$ cat src/rtl/wire_reg_signals_pkg.sv
// Shared constants and types for the wire/reg demonstration unit.
// Optional build macro used by the top: WIRE_REG_SIGNALS_SYNC_EN.
package wire_reg_signals_pkg;

  localparam int CNT_W_DEF = 8;

  typedef logic [CNT_W_DEF-1:0] wrs_cnt_t;

  // Value every registered observation bit takes while in reset.
  localparam logic Q_RESET = 1'b0;

endpackage

$ cat src/rtl/wrs_edge_det.sv
// One-bit registered edge detector: o_rise / o_fall pulse for exactly one cycle,
// one cycle after i_d changes. History starts at Q_RESET so reset release is silent.
module wrs_edge_det
  import wire_reg_signals_pkg::*;
(
  input  logic i_clk,
  input  logic i_rst_n,
  input  logic i_d,
  output logic o_rise,
  output logic o_fall
);

  logic prev;

  always_ff @(posedge i_clk or negedge i_rst_n) begin
    if (!i_rst_n) begin
      prev   <= Q_RESET;
      o_rise <= 1'b0;
      o_fall <= 1'b0;
    end else begin
      prev   <= i_d;
      o_rise <= i_d & ~prev;
      o_fall <= ~i_d & prev;
    end
  end

endmodule

$ cat src/rtl/wire_reg_signals_unit.sv
// Contrasts a combinational result (o_q) with its registered copy (o_q_r), plus edge
// pulses and a saturating rise counter. Define WIRE_REG_SIGNALS_SYNC_EN to add a
// 2-flop input synchronizer ahead of the registered path (o_q_r latency 3 instead of 1).
module wire_reg_signals_unit
  import wire_reg_signals_pkg::*;
#(
  parameter int CNT_W = CNT_W_DEF
) (
  input  logic             i_a,
  input  logic             i_b,
  output logic             o_q,
  input  logic             i_clk,
  input  logic             i_rst_n,
  input  logic             i_clr,
  output logic             o_q_r,
  output logic             o_rise,
  output logic             o_fall,
  output logic [CNT_W-1:0] o_cnt
);

  logic a_src;
  logic b_src;
  logic q_src;

  // Written out literally on purpose: the demo shows the expression, not its reduction to i_b.
  assign o_q = (i_a | i_b) & i_b;

`ifdef WIRE_REG_SIGNALS_SYNC_EN
  logic [1:0] raw_in;
  logic [1:0] sync_out;

  assign raw_in = {i_b, i_a};

  for (genvar gi = 0; gi < 2; gi++) begin : g_sync
    logic stage1;
    logic stage2;

    always_ff @(posedge i_clk or negedge i_rst_n) begin
      if (!i_rst_n) begin
        stage1 <= 1'b0;
        stage2 <= 1'b0;
      end else begin
        stage1 <= raw_in[gi];
        stage2 <= stage1;
      end
    end

    assign sync_out[gi] = stage2;
  end

  assign a_src = sync_out[0];
  assign b_src = sync_out[1];
`else
  assign a_src = i_a;
  assign b_src = i_b;
`endif

  assign q_src = (a_src | b_src) & b_src;

  always_ff @(posedge i_clk or negedge i_rst_n) begin
    if (!i_rst_n) begin
      o_q_r <= Q_RESET;
    end else begin
      o_q_r <= q_src;
    end
  end

  wrs_edge_det u_edge_det (
    .i_clk   (i_clk),
    .i_rst_n (i_rst_n),
    .i_d     (o_q_r),
    .o_rise  (o_rise),
    .o_fall  (o_fall)
  );

  // Clear has priority; the counter parks at all-ones rather than wrapping.
  always_ff @(posedge i_clk or negedge i_rst_n) begin
    if (!i_rst_n) begin
      o_cnt <= '0;
    end else if (i_clr) begin
      o_cnt <= '0;
    end else if (o_rise && (o_cnt != {CNT_W{1'b1}})) begin
      o_cnt <= o_cnt + CNT_W'(1);
    end
  end

endmodule

$ cat config.mk
export PLATFORM = sky130hd
export DESIGN_NAME = wire_reg_signals_unit
export DESIGN_NICKNAME = d
export VERILOG_FILES = /design/src/rtl/wire_reg_signals_pkg.sv /design/src/rtl/wrs_edge_det.sv /design/src/rtl/wire_reg_signals_unit.sv
export SDC_FILE = /design/constraint.sdc
export NUM_CORES = 1
export LEC_CHECK = 0
export CAP_MARGIN = 30
export CORE_MARGIN = 8
export CORE_UTILIZATION = 44
export DETAILED_ROUTE_END_ITERATION = 7
export PLACE_DENSITY = 0.75
export SYNTH_ARGS = -nofsm -noshare
export SYNTH_HDL_FRONTEND = slang
export SYNTH_SLANG_ARGS = --single-unit
$ cat constraint.sdc
create_clock -name i_clk -period 1.95 [get_ports i_clk]
set_input_delay 0.39 -clock i_clk [delete_from_list [all_inputs] [get_ports i_clk]]
set_output_delay 0.39 -clock i_clk [all_outputs]
set_load 0.02 [all_outputs]
==> results of run 1 <==
==> power breakdown <==
| group | total [µW] | internal, µW | switching, µW | leakage (µW) |
|---|---|---|---|---|
| Clock | 198 | 113 | 84.1 | 0.0000210 |
| Combinational | 48.0 | 25.2 | 22.8 | 0.000137 |
| Sequential | 261 | 255 | 6.04 | 0.000160 |
==> registers in the layout, indices dropped and copies added, names as in the netlist <==
register / cells
o_q_r: 1
o_cnt: 8
u_edge_det.o_rise: 1
u_edge_det.prev: 1
u_edge_det.o_fall: 1
==> per-stage QoR <==
step	setup slack, ps	power (µW)
3_3_place_gp	91.7	315
5_1_grt	54.5	526
3_5_place_dp	75.4	316
6_report	84.3	507
2_1_floorplan	389	289
4_1_cts	68.5	513
==> layout make-up <==
type	instances	area, µm²	share of cell area
clock buffers	4	36.3	0.0476
multi-input cells	34	253	0.332
repair buffers	15	150	0.197
inverters	1	3.75	0.00493
well taps	15	18.8	0.0246
flip-flops and latches	12	300	0.394
==> cell families after synthesis <==
family | Yosys count
fa+ha+maj | 1
simple gates | 17
compound gates | 14
flops | 12
buf+inv | 5
mux | 2
==> cells in the final DEF (no fill, tap or decap), types with 2 or more instances in the layout <==
cell type,n
nand3_1,2
a31oi_1,2
a211oi_1,3
and4_1,2
nor2b_1,3
nand2b_1,2
dfrtp_1,12
clkbuf_4,3
o21bai_1,2
a21oi_1,3
clkdlybuf4s50_1,15
==> layer usage <==
layer | up-vias | share of wire | wire (µm) | GRT usage
met1 | 214 | 0.45 | 513 | 0.107
met5 | - | 0 | 0 | 0
met3 | 2 | 0.098 | 113 | 0.0455
met2 | 17 | 0.44 | 509 | 0.152
li1 | 220 | - | - | -
met4 | 0 | 0.011 | 13 | 0.0388
==> how the worst max path moves through the flow <==
| stage | slack, ps | cells after the start | end | start |
|---|---|---|---|---|
| after floorplan | 390 | 4 | o_cnt[0] | o_cnt[0] |
| after global placement | 90 | 2 | o_q | i_b |
| after detailed placement | 80 | 2 | o_q | i_b |
| after CTS | 70 | 2 | o_q | i_b |
| after global routing | 50 | 2 | o_q | i_b |
| final | 80 | 2 | o_q | i_b |
==> results.json, run 1 <==
{
  "synth_adder_area_share": 0.0216,
  "num-fill-cells": 114,
  "coreArea_um2": 1270,
  "setup_tns_ps": 0,
  "final_max_slew_viol_count": 0,
  "finalHoldViolCount": 0,
  "drcViolationCount": 0,
  "crit_path_max_incr_delay_ps": 610,
  "rows": 13,
  "synth_area_per_cell_um2": 11.4,
  "synth_top_area_share": 0.517,
  "fin_crit_sh": 0.957,
  "worstPathMaxFanout": 2,
  "io_buffers": 15,
  "die_x_um": 52.3,
  "power_density_nw_per_um2": 665,
  "whs_path_depth": 1,
  "drtPass1Iterations": 4,
  "syn_area_um2": 581,
  "drtIter0Drc": 4,
  "drive_gt1_frac": 0.106,
  "wl_per_cell_um": 14.2,
  "worstSetupPathType": "in2out",
  "crit_family": "buffers and inverters",
  "whs_ps": 414,
  "synth-xor-area-share": 0,
  "yosysUniqueCellTypes": 29,
  "place_inst": 77,
  "synth.mux.area_fraction": 0.0431,
  "synth_top_family_by_area": "compound AO/OA/AOI/OAI gates",
  "synth-compound-area-share": 0.185,
  "dp_hpwl_um": 859,
  "dieArea_um2": 2740,
  "ys_async_sr_fraction": 1.00,
  "fmax_mhz": 536,
  "area_growth_syn_to_layout_pct": 31.2,
  "placed_cell_area_um2": 726,
  "cp.required_ps": 1560,
  "synth_common_cells": "dfrtp_1 (12), a211oi_1 (3), a21oi_1 (3), nor2b_1 (3)",
  "fin_crit_ps": 1870,
  "skew_ps": 7.86,
  "yosys.cell_count.top_type": "dfrtp_1",
  "status": "completed",
  "htreeDepth": 1,
  "reg2reg_depth": 4,
  "final_util": 0.601,
  "synthCells": 51,
  "cp_cell_sequence": "clkdlybuf4s50_1, clkdlybuf4s50_1",
  "synth-seq-cells": 12,
  "clock_latency_ps": 270,
  "cts_hold_buf": 0,
  "endpoint_kind": "primary output",
  "design_area_um2": 762,
  "worst_pin_slew_ps": 538,
  "yosysSeqAreaShare": 0.517,
  "grt_usage": 0.0957,
  "die_h_um": 52.3,
  "synth_area_leader_cell": "dfrtp_1",
  "maxSlewHeadroom": 0.640,
  "max-cap-violations": 0,
  "grt_pass1_vias": 461,
  "place_congestion": 0.730,
  "cts_sinks": 12,
  "ys.flop_type": "dfrtp_1",
  "finalNonFillerCells": 81,
  "cts_resized": 0,
  "synth_edf_count": 0,
  "worstReg2RegEnd": "o_cnt[0]",
  "grt_max_degree": 13,
  "hold_path_end": "u_edge_det.o_rise",
  "antenna_cells": 0,
  "hold_start": "u_edge_det.prev",
  "antenna_found_initial": 0,
  "io_pins": 17,
  "grt_first_pass_wirelength_um": 1990,
  "critPathArrivalTime_ps": 1480,
  "synth-simple-area-share": 0.185,
  "vias": 453,
  "finalWirelength_um": 1150,
  "cp_common_cell": "clkdlybuf4s50_1",
  "path_clk_slew_ps": 70,
  "r2r-start": "o_cnt[0]",
  "clk_path_buf_depth": 2,
  "setup_viol": 0,
  "rsz0062_at_grt": "no",
  "leakage_uw": 0.000318,
  "overflow": 0,
  "yosysWarnings": 0,
  "slowest_stage": "clkdlybuf4s50_1",
  "ff2ff_setup_slack_ps": 410,
  "cts_tree": "yes",
  "postCtsSetupBuffers": 0,
  "initial_core_util": 0.458,
  "synth_area_leaders": "dfrtp_1 (52%), a211oi_1 (3.9%), a21boi_4 (3.2%)",
  "critPathBufInv": 2,
  "peakVddDrop_uv": 436,
  "cts_inserted_buffers": 3,
  "finalNetCount": 73,
  "hp-class": "reg2reg",
  "root_buffer": "clkbuf_4",
  "via_per_inst": 5.59,
  "setup.worst_path.start_class": "input port",
  "syn_nets": 57,
  "ant_nets": 0
}
(Power assumes the default switching activity.)
==> run 2, diff against run 1 <==
- SETUP_SLACK_MARGIN: not set -> 0.3
- SLEW_MARGIN: not set -> 10
==> run 2 against run 1 <==
Compared with the run above: global-route usage increased by 0.057 points; flip-flop and latch count stayed put; register-to-register slack about the same; maximum frequency increased by 17%; non-clock buffer count is the same; sequential power barely moved; die area did not move; power is 0.85% lower; utilization shrank 1.1 points; critical path type unchanged.
==> results.json, run 2 (synthesis gave the netlist of run 1 again) <==
{
  "vias": 447,
  "num-fill-cells": 118,
  "placed_cell_area_um2": 726,
  "layout_common_cells": "dfrtp_1 (12), dlygate4sd2_1 (11), clkdlybuf4s50_1 (4)",
  "slowest_stage": "clkdlybuf4s50_1",
  "fin_crit_ps": 1590,
  "worstPathMaxFanout": 2,
  "die_x_um": 52.3,
  "ff2ff_setup_slack_ps": 420,
  "cp_cell_sequence": "clkdlybuf4s50_1, dlygate4sd2_1",
  "place_ws_ps": 75.4,
  "cts_hold_buf": 0,
  "maxSlewHeadroom": 0.640,
  "cts_inserted_buffers": 3,
  "io_pins": 17,
  "wl_per_cell_um": 14.2,
  "drive_gt1_frac": 0.106,
  "crit_family": "buffers and inverters",
  "final_common_cell": "dfrtp_1",
  "fmax_mhz": 629,
  "grt_first_pass_wirelength_um": 2000,
  "drtPass1Iterations": 4,
  "clock_latency_ps": 270,
  "leakage_uw": 0.000361,
  "largest_reg_flops": 8,
  "clk_path_buf_depth": 2,
  "ant_nets": 0,
  "coreArea_um2": 1270,
  "worst_pin_slew_ps": 539,
  "setup_tns_ps": 0,
  "drtIter0Drc": 5,
  "crit_path_max_incr_delay_ps": 470,
  "worstSetupPathType": "in2out",
  "grt_pass1_vias": 461,
  "dieArea_um2": 2740,
  "initial_core_util": 0.458,
  "max-cap-violations": 0,
  "cp.required_ps": 1560,
  "peakVddDrop_uv": 432,
  "via_per_inst": 5.52,
  "fin_ws_ps": 359,
  "cts_resized": 11,
  "root_buffer": "clkbuf_4",
  "overflow": 0,
  "setup_viol": 0,
  "status": "completed",
  "path_clk_slew_ps": 70,
  "rsz0062_at_grt": "no",
  "endpoint_kind": "primary output",
  "antenna_found_initial": 0,
  "htreeDepth": 1,
  "critPathArrivalTime_ps": 1200,
  "grt_max_degree": 13,
  "finalNetCount": 73,
  "die_h_um": 52.3,
  "cts_tree": "yes",
  "design_area_um2": 748,
  "power_density_nw_per_um2": 672,
  "dp_hpwl_um": 859,
  "area_growth_syn_to_layout_pct": 28.9,
  "final_max_slew_viol_count": 0,
  "skew_ps": 7.80,
  "regMostFlops": "o_cnt",
  "hp-class": "reg2reg",
  "finalHoldViolCount": 0,
  "antenna_cells": 0,
  "postCtsSetupBuffers": 0,
  "finalWirelength_um": 1150,
  "critPathBufInv": 2,
  "rows": 13,
  "grt_usage": 0.0963,
  "report.power.total_uw": 503,
  "whs_ps": 414,
  "drcViolationCount": 0,
  "io_buffers": 15,
  "setup.worst_path.start_class": "input port",
  "fin_crit_sh": 0.816,
  "cts_sinks": 12,
  "place_congestion": 0.730
}
==> run 2: changes by cell type in the layout (fill, tap and decap cells not counted) <==
cell             change
clkdlybuf4s50_1     -11
dlygate4sd2_1       +11
==> run 2: final cells by class <==
| cell class | instances | area, µm² | area share |
|---|---|---|---|
| multi-input cells | 34 | 253 | 0.338 |
| flip-flops and latches | 12 | 300 | 0.401 |
| clock buffers | 4 | 36.3 | 0.0485 |
| well taps | 15 | 18.8 | 0.0251 |
| inverters | 1 | 3.75 | 0.00502 |
| repair buffers | 15 | 136 | 0.182 |
==> run 2: metal layers <==
metal	up-vias	GRT usage	part of all wire
li1	220	-	-
met1	210	0.109	0.45
met2	15	0.152	0.44
met3	2	0.0455	0.097
met4	0	0.0388	0.011
met5	-	0	0
==> run 2: path summary, 6_finish.rpt <==
path / startpoint / endpoint / cells past startpoint
max in group asynchronous: i_rst_n / u_edge_det.o_rise / 1
min in group asynchronous: i_rst_n / o_cnt[3] / 1
worst max-delay path: i_b / o_q / 2
worst min-delay path: u_edge_det.prev / u_edge_det.o_rise / 1
worst max register to register: o_cnt[0] / o_cnt[0] / 4
worst min register to register: u_edge_det.prev / u_edge_det.o_rise / 1
==> run 2: worst register-to-register path, delay by kind of cell (launching register included) <==
kind,cells,cell delay (ps)
compound gates,1,180
fa+ha+maj,1,260
flops,1,420
mux,1,310
simple gates,1,250
==> run 2: per-stage QoR <==
| stage | std cells | utilization |
|---|---|---|
| after global placement | 77 | 0.572 |
| after detailed placement | 77 | 0.572 |
| after global routing | 81 | 0.590 |
| final | 81 | 0.590 |
| after floorplan | 51 | - |
| after CTS | 81 | 0.590 |
==> run 2: report_power, final <==
| group | total (µW) | leakage [µW] | internal, µW | switching, µW |
|---|---|---|---|---|
| clock | 198 | 0.0000210 | 113 | 84.1 |
| combinational | 44.0 | 0.000180 | 21.2 | 22.7 |
| sequential | 261 | 0.000160 | 255 | 5.83 |
| total | 503 | 0.000361 | 390 | 113 |
